File: src/rtl/testboard_bist_pkg.sv
// Shared definitions for the testboard BIST: gate indices, FSM states and the
// golden truth model of the 16-gate array. Optional macro: TESTBOARD_BIST_FAILCAP_EN.
package testboard_bist_pkg;

  localparam int NUM_GATES = 16;
  localparam int NUM_VECS  = 8;

  localparam int GATE_ZBUF  = 0;
  localparam int GATE_BUF   = 1;
  localparam int GATE_INV   = 2;
  localparam int GATE_MUX   = 3;
  localparam int GATE_AND2  = 4;
  localparam int GATE_AND3  = 5;
  localparam int GATE_NAND2 = 6;
  localparam int GATE_NAND3 = 7;
  localparam int GATE_OR2   = 8;
  localparam int GATE_OR3   = 9;
  localparam int GATE_NOR2  = 10;
  localparam int GATE_NOR3  = 11;
  localparam int GATE_AO21  = 12;
  localparam int GATE_OA21  = 13;
  localparam int GATE_XOR2  = 14;
  localparam int GATE_XOR3  = 15;

  typedef enum logic [1:0] {
    IDLE   = 2'd0,
    SETTLE = 2'd1,
    CHECK  = 2'd2,
    DONE   = 2'd3
  } state_t;

  // Stimulus bit order on the board: [0]=A, [1]=B, [2]=C.
  function automatic logic [NUM_GATES-1:0] expected(input logic [2:0] v);
    logic a, b, c;
    logic [NUM_GATES-1:0] e;
    a = v[0];
    b = v[1];
    c = v[2];
    e = '0;
    e[GATE_ZBUF]  = a;
    e[GATE_BUF]   = a;
    e[GATE_INV]   = ~a;
    e[GATE_MUX]   = c ? b : a;
    e[GATE_AND2]  = a & b;
    e[GATE_AND3]  = a & b & c;
    e[GATE_NAND2] = ~(a & b);
    e[GATE_NAND3] = ~(a & b & c);
    e[GATE_OR2]   = a | b;
    e[GATE_OR3]   = a | b | c;
    e[GATE_NOR2]  = ~(a | b);
    e[GATE_NOR3]  = ~(a | b | c);
    e[GATE_AO21]  = (a & b) | c;
    e[GATE_OA21]  = (a | b) & c;
    e[GATE_XOR2]  = a ^ b;
    e[GATE_XOR3]  = a ^ b ^ c;
    return e;
  endfunction

endpackage

File: src/rtl/testboard_bist_sync.sv
// Two-flop synchronizer for the gate-array outputs, which are not timed to clk_i.
module testboard_bist_sync #(
  parameter int WIDTH = 16
) (
  input  logic             clk_i,
  input  logic             rst_ni,
  input  logic [WIDTH-1:0] din,
  output logic [WIDTH-1:0] dout
);

  logic [WIDTH-1:0] meta;

  always_ff @(posedge clk_i or negedge rst_ni) begin
    if (!rst_ni) begin
      meta <= '0;
      dout <= '0;
    end else begin
      meta <= din;
      dout <= meta;
    end
  end

endmodule

File: src/rtl/testboard_bist.sv
// Testboard BIST: sweeps A/B/C over all vectors, checks the 16 gate outputs against
// the golden model. Optional macro TESTBOARD_BIST_FAILCAP_EN adds first-fail capture.
//
// state  | meaning
// IDLE   | waiting for start_i after reset
// SETTLE | stimulus applied, waiting for gates and synchronizer to settle
// CHECK  | one cycle: fold masked mismatches into err_mask_o, step vector
// DONE   | result valid; start_i launches a new run
module testboard_bist
  import testboard_bist_pkg::*;
#(
  parameter int              SETTLE_CYCLES = 16,
  parameter int              NUM_PASSES    = 1,
  parameter logic [15:0]     GATE_MASK     = 16'hFFFF
) (
  input  logic                 clk_i,
  input  logic                 rst_ni,
  input  logic                 start_i,
  input  logic                 abort_i,
  output logic [2:0]           stim_o,
  input  logic [NUM_GATES-1:0] result_i,
  output logic                 busy_o,
  output logic                 done_o,
  output logic                 pass_o,
`ifdef TESTBOARD_BIST_FAILCAP_EN
  output logic                 fail_valid_o,
  output logic [2:0]           fail_vec_o,
`endif
  output logic [NUM_GATES-1:0] err_mask_o
);

  localparam int CNT_W  = $clog2(SETTLE_CYCLES + 2);
  localparam int PASS_W = $clog2(NUM_PASSES + 1);
  // SETTLE lasts SETTLE_CYCLES+2 cycles: the extra two cover the synchronizer.
  localparam logic [CNT_W-1:0]  SETTLE_LOAD = CNT_W'(SETTLE_CYCLES + 1);
  localparam logic [PASS_W-1:0] LAST_PASS   = PASS_W'(NUM_PASSES - 1);
  localparam logic [2:0]        LAST_VEC    = 3'(NUM_VECS - 1);

  state_t                state;
  logic [2:0]            vec;
  logic [PASS_W-1:0]     pass_cnt;
  logic [CNT_W-1:0]      settle_cnt;
  logic [NUM_GATES-1:0]  sync_result;
  logic [NUM_GATES-1:0]  mismatch;

  testboard_bist_sync #(.WIDTH(NUM_GATES)) u_sync (
    .clk_i  (clk_i),
    .rst_ni (rst_ni),
    .din    (result_i),
    .dout   (sync_result)
  );

  assign mismatch = (sync_result ^ expected(vec)) & GATE_MASK;
  assign stim_o   = vec;

  always_ff @(posedge clk_i or negedge rst_ni) begin
    if (!rst_ni) begin
      state      <= IDLE;
      vec        <= '0;
      pass_cnt   <= '0;
      settle_cnt <= '0;
      busy_o     <= 1'b0;
      done_o     <= 1'b0;
      pass_o     <= 1'b0;
      err_mask_o <= '0;
`ifdef TESTBOARD_BIST_FAILCAP_EN
      fail_valid_o <= 1'b0;
      fail_vec_o   <= '0;
`endif
    end else begin
      case (state)
        IDLE, DONE: begin
          if (start_i) begin
            state      <= SETTLE;
            vec        <= '0;
            pass_cnt   <= '0;
            settle_cnt <= SETTLE_LOAD;
            busy_o     <= 1'b1;
            done_o     <= 1'b0;
            pass_o     <= 1'b0;
            err_mask_o <= '0;
`ifdef TESTBOARD_BIST_FAILCAP_EN
            fail_valid_o <= 1'b0;
            fail_vec_o   <= '0;
`endif
          end
        end
        SETTLE: begin
          if (abort_i) begin
            state  <= DONE;
            busy_o <= 1'b0;
            done_o <= 1'b1;
            pass_o <= 1'b0;
          end else if (settle_cnt == '0) begin
            state <= CHECK;
          end else begin
            settle_cnt <= settle_cnt - 1'b1;
          end
        end
        CHECK: begin
          if (abort_i) begin
            // An aborted CHECK leaves the mask as it was.
            state  <= DONE;
            busy_o <= 1'b0;
            done_o <= 1'b1;
            pass_o <= 1'b0;
          end else begin
            err_mask_o <= err_mask_o | mismatch;
`ifdef TESTBOARD_BIST_FAILCAP_EN
            if (!fail_valid_o && (mismatch != '0)) begin
              fail_valid_o <= 1'b1;
              fail_vec_o   <= vec;
            end
`endif
            if ((vec == LAST_VEC) && (pass_cnt == LAST_PASS)) begin
              state  <= DONE;
              busy_o <= 1'b0;
              done_o <= 1'b1;
              pass_o <= ((err_mask_o | mismatch) == '0);
            end else begin
              if (vec == LAST_VEC) begin
                pass_cnt <= pass_cnt + 1'b1;
              end
              vec        <= vec + 1'b1;
              settle_cnt <= SETTLE_LOAD;
              state      <= SETTLE;
            end
          end
        end
        default: state <= IDLE;
      endcase
    end
  end

endmodule
File: config.mk
export PLATFORM = sky130hd
export DESIGN_NAME = testboard_bist
export DESIGN_NICKNAME = d
export VERILOG_FILES = /design/src/rtl/testboard_bist_pkg.sv /design/src/rtl/testboard_bist_sync.sv /design/src/rtl/testboard_bist.sv
export SDC_FILE = /design/constraint.sdc
export NUM_CORES = 1
export LEC_CHECK = 0
export BUFFER_PORTS_ARGS = -buffer_cell sky130_fd_sc_hd__buf_2
export CORE_MARGIN = 1.5
export CORE_UTILIZATION = 51
export CTS_CLUSTER_DIAMETER = 100
export DETAILED_ROUTE_END_ITERATION = 6
export PLACE_DENSITY = 0.77
export SETUP_SLACK_MARGIN = 0.1
export SYNTH_ARGS = -nofsm -noshare
export SYNTH_HDL_FRONTEND = slang
export SYNTH_SLANG_ARGS = --single-unit
File: constraint.sdc
create_clock -name clk_i -period 2.03 [get_ports clk_i]
set_input_delay 0 -clock clk_i [delete_from_list [all_inputs] [get_ports clk_i]]
set_output_delay 0 -clock clk_i [all_outputs]
set_load 0.05 [all_outputs]
==> After elaboration in Yosys (flattened, before gate mapping) <==
Cells that the tools add are included.
{ "classes": {"addsub": 3, "eq_ne": 13, "muxes": 37, "n_bitwise": 16, "reduce_logical": 12} }
{ "op_table": {"columns": ["cell", "count"], "rows": [
  ["16-bit 2-to-1 mux", 2],
  ["16-bit one-hot mux with 2 select lines", 1],
  ["5-bit 2-to-1 mux", 5],
  ["16-bit zero test", 1],
  ["16-bit OR", 1],
  ["16-bit bitwise XOR", 1],
  ["5-bit one-hot mux with 3 select lines", 1],
  ["1-bit 2-to-1 mux", 14],
  ["2-bit != test, second input constant", 7],
  ["2-bit 2-to-1 mux", 5],
  ["5-bit AND reduction", 2],
  ["3-bit 2-to-1 mux", 3],
  ["1-bit one-hot mux with 3 select lines", 3],
  ["3-bit != test, second input constant", 2],
  ["1-bit NOT", 6],
  ["2-bit one-hot mux with 3 select lines", 1],
  ["3-bit one-hot mux with 2 select lines", 1],
  ["3-bit AND reduction", 2],
  ["5-bit zero test", 1],
  ["5-bit by 1-bit subtractor with 5-bit output, second input constant", 1],
  ["2-bit == test, second input constant", 2],
  ["4-bit AND reduction", 1],
  ["3-bit by 1-bit adder with 3-bit output, second input constant", 1],
  ["1-bit bitwise AND", 3],
  ["other kinds (11)", 14]
]} }
{ "word_totals": {"ff_bits": 62, "input_bits": 20, "out_inout_bits": 22, "wordCells": 91} }

==> Logic depth before layout (Yosys ltp) <==
{ "depth": {"depth_word": 9, "mapped_depth": 9, "mapped_depth_nobuf": 8} }

==> By module <==
From an unflattened synthesis, not the netlist that was laid out.
{ "unflattened": {"hier_cells": 223, "area_unflattened_um2": 2600.0} }
{ "by_module_without_submodules": {"columns": ["mod", "instances", "cells_each", "area_per_inst_um2", "seq_area_each_um2"], "rows": [
  ["testboard_bist", 1, 191, 1799.2, 750.7],
  ["testboard_bist_sync", 1, 32, 800.8, 800.8]
]} }

==> Worst setup path before layout <==
Ideal clock, no wire load.
{ "synth_timing": {"kind": "register to register", "startpoint": "reg vec[0] (netlist: stim_o[0])", "endpoint": "reg pass_o", "setup_ps": 96, "arrival_ps": 2067, "required_ps": 1934, "slack_ps": -132, "path_stages_with_launch": 9, "n_path_buf": 1, "period_less_slack_ps": 2162, "cell_sequence": "dfrtp_1 buf_2 inv_1 ha_1 xnor2_1 xnor2_1 a211oi_1 nand4_1 o31ai_1"} }
{ "synth_via": {"elab_chain_cells": 9, "word_cells_on_any_way": 24, "cone_classes": "eq/ne: 2; mux: 4; bitwise: 15; reduce/logical: 3"} }
{ "synth_lines": {"columns": ["element", "line_no", "source"], "rows": [
  ["from (decl)", "testboard_bist.sv:40", "logic [2:0] vec;"],
  ["from (signal assigned)", "testboard_bist.sv:124", "vec <= vec + 1'b1;"],
  ["1-bit bitwise AND / 1-bit OR (equally long branches) (2 in a row)", null, null],
  ["1-bit NOT (on tied branches)", "testboard_bist_pkg.sv:47, testboard_bist_pkg.sv:51", null],
  ["16-bit bitwise XOR", "testboard_bist.sv:53", "assign mismatch = (sync_result ^ expected(vec)) & GATE_MASK;"],
  ["16-bit OR", "testboard_bist.sv:119", "pass_o <= ((err_mask_o | mismatch) == '0);"],
  ["16-bit zero test", "testboard_bist.sv:119", null],
  ["1-bit 2-to-1 mux", "testboard_bist.sv:115", "if ((vec == LAST_VEC) && (pass_cnt == LAST_PASS)) begin"],
  ["1-bit 2-to-1 mux", "testboard_bist.sv:101", "if (abort_i) begin"],
  ["1-bit one-hot mux with 3 select lines", "testboard_bist.sv:71", "case (state)"],
  ["to (signal assigned)", "testboard_bist.sv:119", null],
  ["to (decl)", "testboard_bist.sv:24", "output logic pass_o,"]
]} }
Several ways; a longest one is shown, not always the timed one. The select of a mux whose other input is x is not followed.
A chain may end at the register's enable or synchronous reset.

==> Worst setup path after layout <==
{ "layout_timing": {"startpoint": "reg state[0]", "endpoint": "reg pass_o"} }
{ "layout_via": {"elab_chain_cells": 4, "word_cells_on_any_way": 10, "cone_classes": "eq/ne: 6; mux: 1; reduce/logical: 3"} }
{ "layout_lines": {"columns": ["element", "line_no", "source"], "rows": [
  ["from (decl)", "testboard_bist.sv:39", "state_t state;"],
  ["from (signal assigned)", "testboard_bist.sv:58", "state <= IDLE;"],
  ["from (signal assigned)", "testboard_bist.sv:74", "state <= SETTLE;"],
  ["from (signal assigned)", "testboard_bist.sv:90", "state <= DONE;"],
  ["2-bit == test / 2-bit zero test (equally long branches)", "testboard_bist.sv:71", null],
  ["2-bit OR reduction", "testboard_bist.sv:71", null],
  ["2-bit != test (no source line)", null, null],
  ["3-bit AND reduction (no source line)", null, null]
]} }
Several ways; a longest one is shown, not always the timed one.

==> metrics.md <==
| Metric | Value |
|---|---|
| # DRC | `0` |
| Critical path cell sequence | `inv_1 > ha_1 > nor4b_1 > nand4_1 > nor3_1 > nand4_1 > o31ai_1` |
| Pins Over Slew Limit | `0` |
| Layout cells sized above 1 | `0.248` |
| Final Worst Setup Slack | `roughly 0.17 ns` |
| Yosys warning total | `0` |
| Grt ovf | `0` |
| Hold Violations, Final | `0` |
| Multi-input logic area | `roughly 950 sq um` |
| DRT Pass-1 Iters | `4` |
| Chip width | `74.2 microns` |
| Minimum clock period after layout | `1.86 ns` |
| H-tree Lvls | `3` |
| Layout area overhead | `26.6%` |
| Largest family of logic cells by synthesized area | `simple AND/OR/NAND/NOR gates` |
| Sequential fraction of the synthesis area | `0.600` |
| P_leak | `~0.0015 uW` |
| Maximum number of pins on one net before global-route repair | `40` |
| Post-synth net total | `251` |
| Vias in the first global route | `1759` |
| Pwr Density | `~1400 nW/um^2` |
| Most frequent cells in the layout | `60 x dfrtp_1, 41 x buf_2, 24 x nand2_1` |
| CTS tree | `done` |
| Most common cell on crit path | `nand4_1` |
| RSZ-0062 raised after global routing | `true` |
| CP max stage cell | `dfrtp_1` |
| Adder-Cell Fraction of Synth Area | `0.0387` |
| Fraction of synthesized area in multiplexers | `0.0165` |
| Core Region | `between 4000 and 5000 sq um` |
| Compound-cell area share of the yosys netlist | `0.0973` |
| Primary FF master, synth | `dfrtp_1` |
| Antenna violations before repair | `0` |
| Die area | `approximately 5500 sq um` |
| Worst slew margin | `0.641` |
| Fillcell total | `402` |
| Final wirelength | `4710 microns` |
| Cell count after placement | `330` |
| DP Area | `2890 sq um` |
| Num ports | `42` |
| Root Driver | `clkbuf_8` |
| Starting Density | `0.537` |
| Worst-margin pin slew | `approximately 0.54 ns` |
| Number of library cell types mapped by synthesis | `36` |
| Syn_area_per_cell | `around 12 sq um` |
| Register area | `1550 sq um` |
| Max Cap Viol | `0` |
| Synth Area in XOR/XNOR | `0.0712` |
| Via density | `5.05` |
| Finished Cell Area | `3270 sq um` |
| Worst hold slack | `about 0.10 ns` |
| Post-DP HPWL | `3370 microns` |
| CTS Buf Count | `9` |
| Critical path endpoint category | `flop` |
| Via count | `1842` |
| GRT Total Usage | `0.203` |
| Req. time, crit path | `2.27 ns` |
| Min-delay worst type | `in -> reg` |
| Non-filler cells, final | `~370` |
| # nets final | `322` |
| Initial drt markers | `198` |
| R2R Setup Slk | `approximately 0.17 ns` |
| Final setup skew | `0.00829 ns` |
| Period utilization | `0.916` |
| Site Rows | `25` |
| Port buffer count | `41` |
| Clk slew on worst S/H paths | `0.07 ns` |
| Share of synthesized flip-flops with an asynchronous set or reset | `1.00` |
| Outcome | `finished, final reports clean` |
| First-pass GRT wire length | `between 8000 and 9000 microns` |
| Final ANT Viol Nets | `0` |
| Post-synthesis simple-gate area fraction | `0.142` |
| Commonest non-fill, non-tap cell in the layout | `dfrtp_1` |
| Crit-path max FO | `8` |
| Critical path class | `reg -> reg` |
| Largest stage delay on the critical path | `about 0.4 ns` |
| Clock Sinks | `62` |
| Fmax | `~540 MHz` |
| Drt wl/cell | `12.9 microns` |
| RePlAce Congestion | `0.801` |
| Die Y | `74.2 microns` |
| FF+latch count, synth | `62` |
| Synthesized area | `2580 sq um` |
| CP Launch Type | `flop` |
| Skew-Pair Late Insertion Delay | `roughly 0.33 ns` |
| VDD IR max | `813 uV` |
| Final setup fails | `0` |
| Setup Slack @ Placement | `0.155 ns` |
| ANT cells | `0` |
| Post-synth EDFFs | `0` |
| Cells after synthesis | `~220` |
| Worst Path Arrival | `2.10 ns` |
| Clock buffer depth | `2` |
| Setup TNS | `0 ns` |
## repair_timing
action                     in CTS  in global routing
hold endpoints to repair       39                  0
resized for setup               0                  1
hold buffers                   17                  0
buffers inserted                0                  3
setup endpoints to repair       0                 13
## layout make-up
class | count | area share
Inverter | 9 | 0.0103
Clock buffer | 11 | 0.0432
Sequential cell | 62 | 0.475
Multi-Input combinational cell | 144 | 0.290
Timing Repair Buffer | 68 | 0.141
Tap cell | 67 | 0.0256
Clock inverter | 4 | 0.0145
## registers in the layout, indices dropped and copies added (netlist names)
| signal | cells |
|---|---|
| done_o | 1 |
| u_sync.dout | 16 |
| pass_cnt | 1 |
| stim_o | 3 |
| busy_o | 1 |
| settle_cnt | 5 |
| u_sync.meta | 16 |
| state | 2 |
| pass_o | 1 |
| err_mask_o | 16 |
## Yosys cell counts (2+ instances only)
library cell | n | area [sq um]
a21oi_1 | 7 | 35.0
a22o_1 | 2 | 17.5
buf_2 | 2 | 10.0
buf_6 | 3 | 33.8
clkbuf_1 | 3 | 11.3
dfrtp_1 | 62 | 1550
ha_1 | 8 | 100
inv_1 | 9 | 33.8
mux2_2 | 2 | 22.5
mux2i_1 | 2 | 20.0
nand2_1 | 24 | 90.1
nand3_1 | 4 | 20.0
nand3b_1 | 7 | 52.6
nand4_1 | 5 | 31.3
nor2_1 | 11 | 41.3
nor2b_1 | 5 | 31.3
nor3_1 | 2 | 10.0
nor3b_1 | 2 | 15.0
nor4_1 | 3 | 18.8
nor4b_1 | 2 | 17.5
o21ai_0 | 22 | 110
o31ai_1 | 3 | 22.5
xnor2_1 | 12 | 105
xor2_1 | 9 | 78.8
## kinds of logic (layout without fill, tap and decap cells)
kind of cell / count (synthesis) / after routing
buffers and inverters: 17 / 92
XOR/XNOR: 21 / 21
AO/OA/AOI/OAI: 42 / 42
flip-flops: 62 / 62
adder cells (fa/ha/maj): 8 / 8
multiplexers: 4 / 4
AND/OR/NAND/NOR: 69 / 69
## per-stage QoR
step / total power (uW) / util
2_1_floorplan: 2980 / -
3_3_place_gp: 3390 / 0.599
3_5_place_dp: 3430 / 0.599
4_1_cts: 4490 / 0.674
5_1_grt: 4800 / 0.679
6_report: 4510 / 0.679
## path summary, 6_finish.rpt
| check | from | end | cells after the start |
|---|---|---|---|
| worst max-delay path | state[0] | pass_o | 7 |
| worst min-delay path | abort_i | state[0] | 3 |
| worst max register to register | state[0] | pass_o | 7 |
| worst min register to register | u_sync.meta[2] | u_sync.dout[2] | 0 |
| max in group asynchronous | rst_ni | stim_o[1] | 3 |
| min in group asynchronous | rst_ni | u_sync.meta[11] | 2 |
## power by group
group | total (uW) | internal [uW] | switching [uW] | leakage, uW
registers | 1650 | 1460 | 188 | 0.000768
clock network | 1030 | 589 | 442 | 0.0000952
logic | 1830 | 625 | 1210 | 0.000669
## per-layer routing
metal | wire (microns) | global-route usage
met4 | 76 | 0.128
met2 | 2150 | 0.293
met1 | 2200 | 0.278
met5 | 0 | 0
met3 | 292 | 0.0488
## critical path: cells and delay by family (launching register included)
kind            cells  cell delay, ns
compound gates      1            0.20
fa+ha+maj           1            0.35
buf+inv             1            0.06
flops               1            0.40
simple gates        4            0.76
Power figures use the tool's default switching activity.
